**config.mk**
```make
export PLATFORM = sky130hd
export DESIGN_NAME = cla_pipe_adder
export DESIGN_NICKNAME = d
export VERILOG_FILES = /design/src/rtl/cla_pkg.sv /design/src/rtl/cla_group.sv /design/src/rtl/cla_pipe_adder.sv
export SDC_FILE = /design/constraint.sdc
export NUM_CORES = 1
export LEC_CHECK = 0
export ABC_AREA = 1
export BUFFER_PORTS_ARGS = -buffer_cell sky130_fd_sc_hd__clkbuf_2
export CORE_MARGIN = 1.5
export CORE_UTILIZATION = 35
export CTS_BUF_LIST = sky130_fd_sc_hd__clkbuf_16
export CTS_CLUSTER_SIZE = 30
export DETAILED_ROUTE_END_ITERATION = 10
export PLACE_DENSITY = 0.56
export SLEW_MARGIN = 20
export SYNTH_ARGS = -nofsm -noshare
export SYNTH_HDL_FRONTEND = slang
export SYNTH_HIERARCHICAL = 1
export SYNTH_SLANG_ARGS = --single-unit
```
**constraint.sdc**
```tcl
create_clock -name clk -period 1.9 [get_ports clk]
set_input_delay 0.38 -clock clk [delete_from_list [all_inputs] [get_ports clk]]
set_output_delay 0.38 -clock clk [all_outputs]
set_load 0.05 [all_outputs]
```
**src/rtl/cla_pkg.sv**
```systemverilog
// Shared constants and types for the pipelined carry-lookahead adder.
package cla_pkg;

  localparam int unsigned CLA_WIDTH = 16;
  localparam int unsigned CLA_GROUP = 4;

  function automatic int unsigned cla_ngroups(input int unsigned width, input int unsigned group);
    return width / group;
  endfunction

  typedef struct packed {
    logic                 valid;
    logic [CLA_WIDTH-1:0] sum;
    logic [CLA_WIDTH-1:0] xr;
    logic [CLA_WIDTH-1:0] yr;
    logic                 carry;
    logic                 c_msb_m1;
  } cla_stage_t;

endpackage

```
**src/rtl/cla_group.sv**
```systemverilog
// One GROUP-bit carry-lookahead group, purely combinational.
module cla_group import cla_pkg::*; #(
  parameter int unsigned GROUP = CLA_GROUP
) (
  input  logic [GROUP-1:0] x,
  input  logic [GROUP-1:0] y,
  input  logic             c,
  output logic [GROUP-1:0] z,
  output logic [GROUP-1:0] p,
  output logic [GROUP-1:0] g,
  output logic             grp_p,
  output logic             grp_g,
  output logic             cout
);

  logic [GROUP-1:0] c_int;
  logic             term;
  logic             carry;

  // Every internal carry is a flat sum of products of g/p and c, not a ripple chain.
  always_comb begin
    p        = x ^ y;
    g        = x & y;
    c_int    = '0;
    c_int[0] = c;
    term     = 1'b0;
    carry    = 1'b0;
    for (int unsigned i = 1; i < GROUP; i++) begin
      term = c;
      for (int unsigned k = 0; k < i; k++) term = term & p[k];
      carry = term;
      for (int unsigned j = 0; j < i; j++) begin
        term = g[j];
        for (int unsigned k = j + 1; k < i; k++) term = term & p[k];
        carry = carry | term;
      end
      c_int[i] = carry;
    end
    z     = p ^ c_int;
    grp_p = &p;
    grp_g = 1'b0;
    for (int unsigned j = 0; j < GROUP; j++) begin
      term = g[j];
      for (int unsigned k = j + 1; k < GROUP; k++) term = term & p[k];
      grp_g = grp_g | term;
    end
    cout = grp_g | (grp_p & c);
  end

endmodule

```
**src/rtl/cla_pipe_adder.sv**
```systemverilog
// Pipelined carry-lookahead adder/subtractor, one lookahead group per stage.
module cla_pipe_adder import cla_pkg::*; #(
  parameter int unsigned WIDTH = CLA_WIDTH,
  parameter int unsigned GROUP = CLA_GROUP
) (
  input  logic             clk,
  input  logic             rst,
  input  logic             in_valid,
  output logic             in_ready,
  input  logic [WIDTH-1:0] x,
  input  logic [WIDTH-1:0] y,
  input  logic             cin,
  input  logic             sub,
  output logic             out_valid,
  input  logic             out_ready,
  output logic [WIDTH-1:0] z,
  output logic             cout,
  output logic             ovf
);

  localparam int unsigned NGROUPS = cla_ngroups(WIDTH, GROUP);

  if (GROUP == 0 || (WIDTH % GROUP) != 0) begin : g_bad_cfg
    $error("cla_pipe_adder: WIDTH must be a non-zero multiple of GROUP");
  end

  // Same layout as cla_stage_t, sized by the module parameters.
  typedef struct packed {
    logic             valid;
    logic [WIDTH-1:0] sum;
    logic [WIDTH-1:0] xr;
    logic [WIDTH-1:0] yr;
    logic             carry;
    logic             c_msb_m1;
  } stage_t;

  stage_t           src  [NGROUPS];
  stage_t           st_d [NGROUPS];
  stage_t           st_q [NGROUPS];
  logic [GROUP-1:0] grp_z  [NGROUPS];
  logic [GROUP-1:0] grp_pb [NGROUPS];
  logic [GROUP-1:0] grp_gb [NGROUPS];
  logic             grp_pp [NGROUPS];
  logic             grp_gg [NGROUPS];
  logic             grp_co [NGROUPS];
  logic             advance;
  logic             accept;
  logic             unused_bits;

  // Handshake and per-stage inputs: stage 0 sees the offered operands, the rest their predecessor.
  always_comb begin
    advance           = !out_valid || out_ready;
    in_ready          = advance && !rst;
    accept            = in_valid && in_ready;
    src[0]            = '0;
    src[0].valid      = accept;
    src[0].xr         = x;
    src[0].yr         = sub ? ~y : y;
    src[0].carry      = sub ? 1'b1 : cin;
    for (int unsigned s = 1; s < NGROUPS; s++) src[s] = st_q[s-1];
  end

  for (genvar s = 0; s < NGROUPS; s++) begin : g_stage
    cla_group #(.GROUP(GROUP)) u_group (
      .x     (src[s].xr[s*GROUP +: GROUP]),
      .y     (src[s].yr[s*GROUP +: GROUP]),
      .c     (src[s].carry),
      .z     (grp_z[s]),
      .p     (grp_pb[s]),
      .g     (grp_gb[s]),
      .grp_p (grp_pp[s]),
      .grp_g (grp_gg[s]),
      .cout  (grp_co[s])
    );
  end

  // Each stage inserts its finished group and forwards carry; c[msb] recovered as z^p at the top bit.
  always_comb begin
    st_d = src;
    for (int unsigned s = 0; s < NGROUPS; s++) begin
      st_d[s].sum[s*GROUP +: GROUP] = grp_z[s];
      st_d[s].carry                 = grp_co[s];
      st_d[s].c_msb_m1              = grp_z[s][GROUP-1] ^ grp_pb[s][GROUP-1];
    end
  end

  // Whole pipeline shifts together on advance and holds otherwise.
  always_ff @(posedge clk) begin
    if (rst) begin
      st_q <= '{default: '0};
    end else if (advance) begin
      st_q <= st_d;
    end
  end

  // The last stage register is the output register.
  always_comb begin
    out_valid = st_q[NGROUPS-1].valid;
    z         = st_q[NGROUPS-1].sum;
    cout      = st_q[NGROUPS-1].carry;
    ovf       = st_q[NGROUPS-1].carry ^ st_q[NGROUPS-1].c_msb_m1;
  end

  always_comb begin
    unused_bits = ^{st_q[NGROUPS-1].xr, st_q[NGROUPS-1].yr};
    for (int unsigned s = 0; s < NGROUPS; s++) begin
      unused_bits = unused_bits ^ (^{grp_gb[s], grp_pp[s], grp_gg[s]});
    end
  end

endmodule

```
== Yosys cells after proc, flatten, opt, wreduce, memory -nomap -nowiden ==
Cells that the tools add are included.
W data, S select, Z words.

* Bits of input ports: 38
* Output and inout bits: 20
* Bits in registers: 145
* Logic and storage cells: 125

* Reduce and logical (&&, ||, !) cells: 9
* Bitwise operators: 95
* Mux-type cells: 2

{| class="wikitable"
|+ Operator list
! operator !! count
|-
| $and A1 B1 Y1 || 40
|-
| $or A1 B1 Y1 || 40
|-
| $xor A4 B4 Y4 || 8
|-
| $and A4 B4 Y4 || 4
|-
| $mux W16 || 1
|-
| $not A16 Y16 || 1
|-
| $reduce_and A4 Y1 || 4
|-
| $logic_and A1 B1 Y1 || 2
|-
| $logic_not A1 Y1 || 2
|-
| $xor A1 B1 Y1 || 2
|-
| $logic_or A1 B1 Y1 || 1
|-
| $mux W1 || 1
|}

== Longest topological paths before layout ==
* Word-level depth: 10
* Depth in mapped cells: 12
* Depth with buffers taken out: 12

== By module ==
Netlist, hierarchy kept.

{| class="wikitable"
|+ Modules (own cells, without submodules)
! module !! times used !! area each (um^2) !! sequential area each (um^2) !! cells an instance
|-
| cla_pipe_adder || 1 || 3953.8 || 1941.9 || 506
|-
| cla_group (g_stage[0].u_group ...) || 2 || 232.7 || 0.0 || 37
|-
| cla_group (g_stage[2].u_group ...) || 2 || 207.7 || 0.0 || 33
|}

== Worst setup path after synthesis ==
No wires, ideal clock.

* Path type: register to output
* Start point: register st_q (netlist bit out_valid)
* End point: output port in_ready
* Stages on the path, launching flop included: 6
* Arrival: 1.621 ns
* Data required time: 1.520 ns
* Slack: -0.101 ns
* Cells stage by stage: dfxtp_1 > inv_1 > nor2_1 > buf_4 > buf_4 > nor2_1

* Cells in the longest elaborated chain, start to end: 3

{| class="wikitable"
|+ Ends and longest elaborated chain
! what !! RTL line !! source
|-
| start: declaration || cla_pipe_adder.sv:39 || <nowiki>stage_t st_q [NGROUPS];</nowiki>
|-
| start signal: assignment || cla_pipe_adder.sv:92 || <nowiki>st_q <= st_d;</nowiki>
|-
| $logic_not A1 Y1 || cla_pipe_adder.sv:52 || <nowiki>advance = !out_valid || out_ready;</nowiki>
|-
| $logic_or A1 B1 Y1 || cla_pipe_adder.sv:52 ||
|-
| $logic_and A1 B1 Y1 || cla_pipe_adder.sv:53 || <nowiki>in_ready = advance && !rst;</nowiki>
|-
| end: declaration || cla_pipe_adder.sv:9 || <nowiki>output logic in_ready,</nowiki>
|}

Every way passes these cells.

== Worst setup path after layout ==
Ends and elaborated chain as after synthesis.

==> impl_metrics.ini <==
[drt]
avgViaCountPerCell = 4.54
drt-initial-drc-count = 220
firstDrtPassIters = 4
antenna_left = 0
drt_wl_total_microns = 9630
drc = 0
wl_per_cell_microns = 11.3
vias = 3854

[power]
swShare = 0.270
p_per_area_mw_per_mm2 = 882
ir_drop_uv = 373
seqPwrFrac = 0.473
p_int_uw = 3510
p_leak_uw = 0.00249
p_switching_uw = 1300
total_power_uw = 4810
p_comb_frac = 0.160
clkPwrFrac = 0.366

[finish]
final_cell_mix = 207 x nor2_1, 97 x dfxtp_1, 85 x nand2_1, 81 x o21bai_1, 57 x clkbuf_2
antenna-diode-count = 0
drive_gt1_frac = 0.137
area_delta_synth_final_pct = 13.1
final_cells = 849
final_common_cell = nor2_1
final_nets = 730

[global_route]
grt_pass1_wl_microns = 16700
grt_antenna_before_repair = 0
grt_usage = 0.141
grt_pass1_vias = 3658
grt-ovfl-total = 0
grt_max_degree = 67

[sta]
final.setup.tns_ns = 0
final.min_clock_period_ns = 1.71
maxSlewViolCount = 0
max-slew-margin-rel = 0.689
grt_setup_unrepaired = false
hold_violations = 0
finalSetupViolCount = 0
fin_crit_sh = 0.898
fin_worst_skew_ns = 0.00841
worst_slack_ns = 0.194
max_freq_ghz = 0.586
worst_slew_pin_slew_ns = 0.466
holdWs_ns = 0.260

[setup_path]
end_kind = primary output
path_cells = inv_1 > nor2_4 > nor2_2 > clkbuf_2
cp_data_arrival_time_ns = 1.33
max_stage_delay_ns = 0.45
crit_type = reg2out
worst_path_max_delay_cell = dfxtp_1
critPathBufInv = 2
crit_fanout = 5
crit_path_start_kind = flip-flop
crit_family = flip-flops
worstPathRequired_ns = 1.52

[cts]
clock-sinks = 97
post_cts_resized = 0
htreeDepth = 3
cts_setup_buffers = 0
cts_root_buf = clkbuf_16
cts_hold_buf = 0
clockBufferDepth = 2
clk_pin_slew_ns = 0.07
clock_latency_ns = 0.34
cts_tree = done
numCtsBuffers = 9

[floorplan]
num_rows = 42
design.die.area_sq_mm = 0.0145
initial_core_util = 0.361
ios = 58
die_w_microns = 120
die_height_microns = 120
core_sq_mm = 0.0133

[placed_design]
dp_cells = 833
place.gp.congestion = 0.873
port_buffers = 57
place_ws_ns = 0.0493
hpwl_microns = 6680

[yosys]
synth_cells = 642
ys_warn_count = 6
synth_fp_nets = 704
syn_avg_cell_area_sq_um = 7.50
synthesis.area_sq_mm = 0.00481

[flow_run]
maxCapViolCount = 0

[min_path]
hold_path.class = in2reg

[run_status]
status = finished, final reports clean
==> sequential cells by signal (all words and copies together), names as in the netlist <==
register   count
cout           1
out_valid      1
src           78
st_q           1
z             16
==> through the flow <==
stage / util / area, sq um
detailed placement: 0.387 / 5160
global placement: 0.387 / 5160
finish: 0.408 / 5450
floorplan: - / 4820
global route: 0.408 / 5450
CTS: 0.408 / 5450
==> worst reg2reg max path, delay by kind of cell, from the launching register on <==
family | cells | cell delay (ns)
buf+inv | 1 | 0.05
simple gates | 9 | 0.61
flops | 1 | 0.34
fa+ha+maj | 2 | 0.52
==> layout make-up <==
cell class / instances / area, sq um
clock buffer: 9 / 225
clock inverter: 7 / 60.1
fill: 1404 / 7900
inverter: 31 / 116
multi-input combinational: 460 / 2470
sequential: 97 / 1940
tap: 176 / 220
timing repair buffer: 69 / 413
==> power by group through the flow <==
stage	Combinational [uW]	Clock [uW]	Sequential, uW
6_report	771	1760	2280
5_1_grt	876	1900	2290
4_1_cts	779	1830	2280
3_5_place_dp	771	0	2320
3_3_place_gp	758	0	2320
2_1_floorplan	630	0	2300
==> path summary, 6_finish.rpt <==
check                           slack (ns)  cells after the start      start         to
worst max-delay path                  0.19                      4  out_valid   in_ready
worst min-delay path                  0.26                      3       x[6]   src[126]
worst min register to register        0.47                      2    src[50]  out_valid
worst max register to register        0.28                     12    src[14]    st_q[0]
==> metal layers <==
layer	up-vias	global-route usage	wire length (microns)
li1	2075	-	-
met1	1713	0.192	5170
met2	54	0.216	3980
met3	12	0.0278	319
met4	0	0.0596	167
met5	-	0	0
(Power assumes the default switching activity.)
